$ cat src/rtl/fpu_pkg.sv
// Shared definitions for the fp32 multiplier: FSM state type, fp32 constants and
// operand classification helpers.
package fpu_pkg;

    typedef enum logic [2:0] {
        StIdle,
        StCheck,
        StMul,
        StNorm,
        StDone
    } fmul_state_t;

    localparam logic [31:0]        FP_QNAN    = 32'h7FC0_0000;
    localparam logic [31:0]        FP_POS_INF = 32'h7F80_0000;
    localparam logic [31:0]        FP_NEG_INF = 32'hFF80_0000;
    localparam logic signed [9:0]  FP_BIAS    = 10'sd127;

    function automatic logic is_nan(input logic [31:0] x);
        return (x[30:23] == 8'hFF) && (x[22:0] != 23'd0);
    endfunction

    function automatic logic is_inf(input logic [31:0] x);
        return (x[30:23] == 8'hFF) && (x[22:0] == 23'd0);
    endfunction

    function automatic logic is_zero(input logic [31:0] x);
        return x[30:0] == 31'd0;
    endfunction

endpackage

$ cat src/rtl/fp_mant_mul_seq.sv
// Shift-add significand multiplier: one partial product per step, MANT_W steps total.
module fp_mant_mul_seq #(
    parameter int unsigned MANT_W = 24
) (
    input  logic                  clk,
    input  logic                  reset,
    input  logic                  load,
    input  logic                  step,
    input  logic [MANT_W-1:0]     multiplicand,
    input  logic [MANT_W-1:0]     multiplier,
    output logic [2*MANT_W-1:0]   product,
    output logic                  last
);

    localparam logic [4:0] LastCnt = 5'(MANT_W - 1);

    logic [2*MANT_W-1:0] mcand_q, mcand_d;
    logic [2*MANT_W-1:0] acc_q, acc_d;
    logic [MANT_W-1:0]   mplr_q, mplr_d;
    logic [4:0]          cnt_q, cnt_d;

    // The multiplicand register shifts left each step, so it always holds
    // multiplicand << cnt when its partial product is considered.
    always_comb begin
        mcand_d = mcand_q;
        acc_d   = acc_q;
        mplr_d  = mplr_q;
        cnt_d   = cnt_q;
        if (load) begin
            mcand_d = {{MANT_W{1'b0}}, multiplicand};
            mplr_d  = multiplier;
            acc_d   = '0;
            cnt_d   = '0;
        end else if (step) begin
            if (mplr_q[0]) begin
                acc_d = acc_q + mcand_q;
            end
            mcand_d = mcand_q << 1;
            mplr_d  = mplr_q >> 1;
            cnt_d   = cnt_q + 5'd1;
        end
    end

    always_ff @(posedge clk) begin
        if (reset) begin
            mcand_q <= '0;
            acc_q   <= '0;
            mplr_q  <= '0;
            cnt_q   <= '0;
        end else begin
            mcand_q <= mcand_d;
            acc_q   <= acc_d;
            mplr_q  <= mplr_d;
            cnt_q   <= cnt_d;
        end
    end

    assign product = acc_q;
    assign last    = (cnt_q == LastCnt);

endmodule

$ cat src/rtl/fp32_mul_seq.sv
// Multi-cycle fp32 multiplier with start/done handshake; specials resolve in CHECK,
// normal operands go through the shift-add datapath and a truncating normalise.
module fp32_mul_seq
    import fpu_pkg::*;
#(
    parameter int unsigned MANT_W = 24
) (
    input  logic        clk,
    input  logic        reset,
    input  logic        start,
    input  logic [31:0] dataA,
    input  logic [31:0] dataB,
    output logic [31:0] dataR,
    output logic        busy,
    output logic        done
);

    fmul_state_t        state_q, state_d;
    logic [31:0]        op_a_q, op_a_d;
    logic [31:0]        op_b_q, op_b_d;
    logic               sign_q, sign_d;
    logic signed [9:0]  exp_q, exp_d;
    logic [31:0]        data_r_q, data_r_d;
    logic               busy_q, busy_d;
    logic               done_q, done_d;

    logic                  mant_load, mant_step, mant_last;
    logic [2*MANT_W-1:0]   product;
    logic                  s;
    logic signed [9:0]     e_norm;
    logic [22:0]           mant;
    logic                  unused_product_lo;

    assign s = op_a_q[31] ^ op_b_q[31];
    assign unused_product_lo = ^product[22:0];

    fp_mant_mul_seq #(
        .MANT_W(MANT_W)
    ) u_mant (
        .clk         (clk),
        .reset       (reset),
        .load        (mant_load),
        .step        (mant_step),
        .multiplicand({1'b1, op_a_q[22:0]}),
        .multiplier  ({1'b1, op_b_q[22:0]}),
        .product     (product),
        .last        (mant_last)
    );

    // Product of two [1,2) significands lies in [1,4); bit 47 flags the [2,4) half.
    always_comb begin
        if (product[47]) begin
            mant   = product[46:24];
            e_norm = exp_q + 10'sd1;
        end else begin
            mant   = product[45:23];
            e_norm = exp_q;
        end
    end

    always_comb begin
        state_d   = state_q;
        op_a_d    = op_a_q;
        op_b_d    = op_b_q;
        sign_d    = sign_q;
        exp_d     = exp_q;
        data_r_d  = data_r_q;
        done_d    = 1'b0;
        mant_load = 1'b0;
        mant_step = 1'b0;
        unique case (state_q)
            StIdle: begin
                if (start) begin
                    op_a_d  = dataA;
                    op_b_d  = dataB;
                    state_d = StCheck;
                end
            end
            StCheck: begin
                sign_d  = s;
                state_d = StDone;
                done_d  = 1'b1;
                if (is_nan(op_a_q) || is_nan(op_b_q)) begin
                    data_r_d = FP_QNAN;
                end else if ((is_inf(op_a_q) && is_zero(op_b_q)) ||
                             (is_inf(op_b_q) && is_zero(op_a_q))) begin
                    data_r_d = {s, 8'hFF, 1'b1, 22'd0};
                end else if (is_inf(op_a_q) || is_inf(op_b_q)) begin
                    data_r_d = s ? FP_NEG_INF : FP_POS_INF;
                end else if ((op_a_q[30:23] == 8'd0) || (op_b_q[30:23] == 8'd0)) begin
                    data_r_d = {s, 31'd0};
                end else begin
                    mant_load = 1'b1;
                    exp_d     = $signed({2'b00, op_a_q[30:23]}) +
                                $signed({2'b00, op_b_q[30:23]}) - FP_BIAS;
                    state_d   = StMul;
                    done_d    = 1'b0;
                end
            end
            StMul: begin
                mant_step = 1'b1;
                if (mant_last) begin
                    state_d = StNorm;
                end
            end
            StNorm: begin
                if (e_norm >= 10'sd255) begin
                    data_r_d = sign_q ? FP_NEG_INF : FP_POS_INF;
                end else if (e_norm <= 10'sd0) begin
                    data_r_d = {sign_q, 31'd0};
                end else begin
                    data_r_d = {sign_q, e_norm[7:0], mant};
                end
                state_d = StDone;
                done_d  = 1'b1;
            end
            StDone: begin
                state_d = StIdle;
            end
            default: begin
                state_d = StIdle;
            end
        endcase
        busy_d = (state_d != StIdle);
    end

    always_ff @(posedge clk) begin
        if (reset) begin
            state_q  <= StIdle;
            op_a_q   <= '0;
            op_b_q   <= '0;
            sign_q   <= 1'b0;
            exp_q    <= '0;
            data_r_q <= '0;
            busy_q   <= 1'b0;
            done_q   <= 1'b0;
        end else begin
            state_q  <= state_d;
            op_a_q   <= op_a_d;
            op_b_q   <= op_b_d;
            sign_q   <= sign_d;
            exp_q    <= exp_d;
            data_r_q <= data_r_d;
            busy_q   <= busy_d;
            done_q   <= done_d;
        end
    end

    assign dataR = data_r_q;
    assign busy  = busy_q;
    assign done  = done_q;

endmodule
$ cat config.mk
export PLATFORM = sky130hd
export DESIGN_NAME = fp32_mul_seq
export DESIGN_NICKNAME = d
export VERILOG_FILES = /design/src/rtl/fpu_pkg.sv /design/src/rtl/fp_mant_mul_seq.sv /design/src/rtl/fp32_mul_seq.sv
export SDC_FILE = /design/constraint.sdc
export NUM_CORES = 1
export LEC_CHECK = 0
export ABC_AREA = 1
export CAP_MARGIN = 25
export CORE_UTILIZATION = 45
export CTS_CLUSTER_DIAMETER = 60
export DETAILED_ROUTE_END_ITERATION = 12
export PLACE_DENSITY = 0.71
export SETUP_SLACK_MARGIN = 0.2
export SLEW_MARGIN = 30
export SYNTH_ARGS = -nofsm -noshare
export SYNTH_HDL_FRONTEND = slang
export SYNTH_SLANG_ARGS = --single-unit
$ cat constraint.sdc
create_clock -name clk -period 1.8 [get_ports clk]
set_input_delay 0.18 -clock clk [delete_from_list [all_inputs] [get_ports clk]]
set_output_delay 0.18 -clock clk [all_outputs]
set_load 0.02 [all_outputs]
==> results by stage <==
Worst setup path:
- The most frequent cell on the critical path is sky130_fd_sc_hd__nor2_4.
- The worst setup path is launched from a register.
- STA classifies the critical path endpoint as a register.
- The most critical setup path has its startpoint at u_mant.mcand_q[22].
- The worst register-to-register path begins at u_mant.mcand_q[22].
- By startpoint and endpoint, the worst setup path is classified as register to register.
- For this run, the slowest stage of the critical path takes 0.33 ns.
- At the worst endpoint, the arrival time is 2.47 ns.
- The peak fanout along the critical path is 5.
- For the worst setup path, the data required time is 2.25 ns.
- The kind of cell adding the most delay to the critical path is simple AND/OR/NAND/NOR gates.
- The critical path goes through ha_4 -> nand2_2 -> nor2_4 -> inv_2 -> nor2_2 -> inv_1 -> buf_6 -> nor2_4 -> nor2_4 -> o21ai_4 -> xnor2_2 -> nand2_1 -> nand2_1 -> inv_1.
- For this design, the slowest cell found on the critical path is sky130_fd_sc_hd__dfxtp_2.
- The sum of buffers and inverters on the critical path is 4.

Clock network:
- The clock sink count is 237.
- In this run the number of H-tree levels came out at 1.
- Counting along the longest clock path gives a buffer depth of 3.
- The worst-skew pair later-pin latency is 0.57 ns.
- The register clock-pin slew on the reported worst setup and hold paths is 0.06 ns.
- The post-cts hold buffer count is 0.
- TritonCTS built the clock tree.
- The clock tree root driver cell is sky130_fd_sc_hd__clkbuf_16.
- The number of clock buffers added by TritonCTS is 31.

Min path:
- In this run the worst hold path is classified as primary input to register.
- The origin of the worst min-delay path is reset.

STA:
- The final worst hold slack is 0.114 ns.
- Derived from the worst setup path, the maximum achievable clock frequency is 495 MHz.
- The final cycle utilization of the critical path is 1.12.
- The max-slew headroom at the worst pin is 0.444.
- On the final layout, the worst clock skew is 0.0227 ns.
- The number of hold violations in the final report was 0.
- The final number of max-transition violations came to 0.
- Subtracting the final worst setup slack from the clock period gives 2.02 ns.
- Across all setup checks in the final design, the least slack found is -0.220 ns.
- Setup violations remaining at the end of the flow were counted as 124.
- For the pin with the worst max-slew slack, the measured transition is 0.834 ns.
- Setup repair after global routing could not meet its margin everywhere.

Routing:
- In the final routed layout, each cell accounts on average for 18.6 um.
- For this block, the via count after detailed routing is 16100.
- The ratio of routed vias to standard cells is 5.50.
- The detailed router finished its first iteration with 1204 violations.
- The DRC violation count after routing is 0.
- The first detailed-routing pass took 6 iterations.
- The post-detailed-routing wire length is 54.2 mm.
- The count of nets left with antenna violations once routing finished came out at 0.

Cells and area:
- The area added between synthesis and finish is 66.0%.
- The sequential cell area in the final layout is 0.00490 mm^2.
- The antenna diode instance count is 0.
- Of the cells placed in the final design, the portion with a size suffix greater than 1 is 0.438.
- At the end of the flow, the number of nets in the layout was 2638.
- The utilization after layout is 0.759.
- The layout filler cell count is 2047.
- Summing all multi-input logic gate instances after layout gives 0.0107 mm^2.

GRT:
- The via count of the first global-routing pass came to 15400.
- Entering global routing, the biggest net connects 78 pins.
- The first global-routing pass estimated 78.3 mm of wire.
- The initial antenna violation count is 0.
- In the global route stage, overall resource usage came out at 0.316.
- For this run the aggregate overflow at the end of global routing stands at 0.

Synth:
- Synthesis handed over a netlist of 2099 instances.
- The number of nets in the synthesized netlist is 2232.
- sky130_fd_sc_hd__nand2_1 is the most common cell in the netlist.
- The area share of the leading cell type in the synthesized netlist is 0.350.
- The largest total area in the synthesized netlist belongs to sky130_fd_sc_hd__dfxtp_1.
- For this run, the register share of the synthesized area comes to 0.350.
- The post-synthesis cell type count is 44.
- In the synthesized netlist the dominant register cell turns out to be sky130_fd_sc_hd__dfxtp_1.
- The number of synthesized flops with an enable pin is 0.
- After synthesis, the most frequently instantiated cells are sky130_fd_sc_hd__nand2_1 (593), sky130_fd_sc_hd__inv_1 (255), sky130_fd_sc_hd__nor2_1 (244).
- The mean post-synth cell area is 6.46 um^2.
- In the post-synthesis netlist, the biggest area contributors are sky130_fd_sc_hd__dfxtp_1 (35%), sky130_fd_sc_hd__nand2_1 (16%), sky130_fd_sc_hd__a21oi_1 (7.9%).
- The netlist area before placement is 0.0136 mm^2.
- Of all flip-flops after synthesis, the portion carrying an async set or reset was 0.
- The count of synthesis-stage warnings from yosys is 0.
- The synthesized design contains 237 register bits.

Place:
- Detailed placement ended at an HPWL of 33.6 mm.
- The number of input and output port buffers inserted is 100.
- Routability-driven placement finished with a final weighted congestion of 1.01.

Power:
- The leakage component of the power is 0.00973 uW.
- The total power is 15300 uW.
- The maximum ir drop on the vdd rail is 0.954 mV.
- The power per cell area is 682 mW/mm^2.

Floorplanning:
- The count of boundary I/O pins is 101.
- After floorplanning, the core was divided into 63 placement rows.
- The total die area is 0.0308 mm^2.
- After floorplanning, the core was sized to cover 0.0296 mm^2.
- The floorplan step set the die height to 176 um.
- The initial utilization of the core area, before any placement, comes to 0.457.
- The die is 176 um wide.

Outcome:
- The checks that failed: negative setup slack.
- The run finished, with violations left.

Flow run:
- The tool flagged a number of max-cap violations equal to 0.
final timing paths:
path                   endpoint  slack, ns  cells past startpoint
max reg2reg  u_mant.product[27]      -0.22                     14
min                    dataR[7]       0.11                      4
max          u_mant.product[27]      -0.22                     14
min reg2reg            dataR[1]       0.45                      2
placed cells by master (no fill, tap or decap), types with 20 or more instances in the layout:
master,count
sky130_fd_sc_hd__ha_4,58
sky130_fd_sc_hd__clkbuf_16,38
sky130_fd_sc_hd__nand2_4,78
sky130_fd_sc_hd__o21ai_0,102
sky130_fd_sc_hd__inv_2,51
sky130_fd_sc_hd__a21oi_4,26
sky130_fd_sc_hd__nor2_1,177
sky130_fd_sc_hd__dfxtp_4,20
sky130_fd_sc_hd__buf_4,259
sky130_fd_sc_hd__nand3_2,22
sky130_fd_sc_hd__buf_12,20
sky130_fd_sc_hd__a21oi_1,112
sky130_fd_sc_hd__dfxtp_2,68
sky130_fd_sc_hd__a22oi_2,22
sky130_fd_sc_hd__inv_1,205
sky130_fd_sc_hd__a21oi_2,77
sky130_fd_sc_hd__nor2_4,38
sky130_fd_sc_hd__nand2_1,390
sky130_fd_sc_hd__clkdlybuf4s50_1,99
sky130_fd_sc_hd__nand4_1,30
sky130_fd_sc_hd__nand3_1,60
sky130_fd_sc_hd__dfxtp_1,149
sky130_fd_sc_hd__nor2_2,35
sky130_fd_sc_hd__nand2_2,131
sky130_fd_sc_hd__buf_6,51
sky130_fd_sc_hd__o21ai_1,31
per-stage QoR:
step           setup WS [ns]  instance area (um^2)  TNS [ns]  std cells
2_1_floorplan        -0.0234                 14300   -0.0379       2099
3_3_place_gp          -0.419                 17500    -10.36       2763
3_5_place_dp          -0.410                 17500    -11.72       2763
4_1_cts               -0.142                 20400     -3.58       2880
5_1_grt               -0.329                 22500    -23.24       2919
6_report              -0.220                 22500    -12.43       2919
flip-flops by register name, indices dropped and copies added (netlist names):
register        cells
u_mant.product     48
done                1
sign_q              1
busy                1
dataR              32
op_a_q             32
exp_q              10
state_q             3
op_b_q             32
u_mant.mcand_q     48
u_mant.cnt_q        5
u_mant.mplr_q      24
power breakdown:
part	internal, uW	switching (uW)	leakage (uW)	total [uW]
Clock	3430	2550	0.000479	5980
Combinational	1640	1890	0.00727	3540
Sequential	5540	288	0.00197	5820
Total	10600	4730	0.00973	15300
kinds of logic after synthesis:
family          Yosys count  share of synthesized area
flops                   237                      0.350
xor+xnor                 23                     0.0149
fa+ha+maj                66                     0.0620
compound gates          441                      0.174
buf+inv                 339                     0.0998
simple gates            993                      0.300
tightest hold or removal path, delay by kind of cell:
family | cells | cell delay [ns]
AO/OA/AOI/OAI | 1 | 0.10
AND/OR/NAND/NOR | 2 | 0.09
buffers and inverters | 1 | 0.25
final cells by class:
| type | count | area share |
|---|---|---|
| inverters | 260 | 0.0439 |
| repair buffers | 450 | 0.195 |
| clock buffers | 41 | 0.0388 |
| well taps | 390 | 0.0217 |
| flip-flops and latches | 237 | 0.218 |
| multi-input cells | 1525 | 0.477 |
| clock inverters | 16 | 0.00517 |
routing by layer:
metal	up-vias	GRT usage	wire [um]
met3	168	0.0297	3020
met1	7654	0.397	22200
li1	7615	-	-
met2	630	0.553	26500
met4	0	0.129	2480
met5	-	0	0
repair_timing:
item | in CTS | in global routing
setup buffers | 50 | 32
pin swaps | 101 | 142
setup endpoints to repair | 200 | 245
gates resized for setup | 413 | 446
cloned | 10 | 7
No activity file was read; power rests on OpenSTA's default activity.
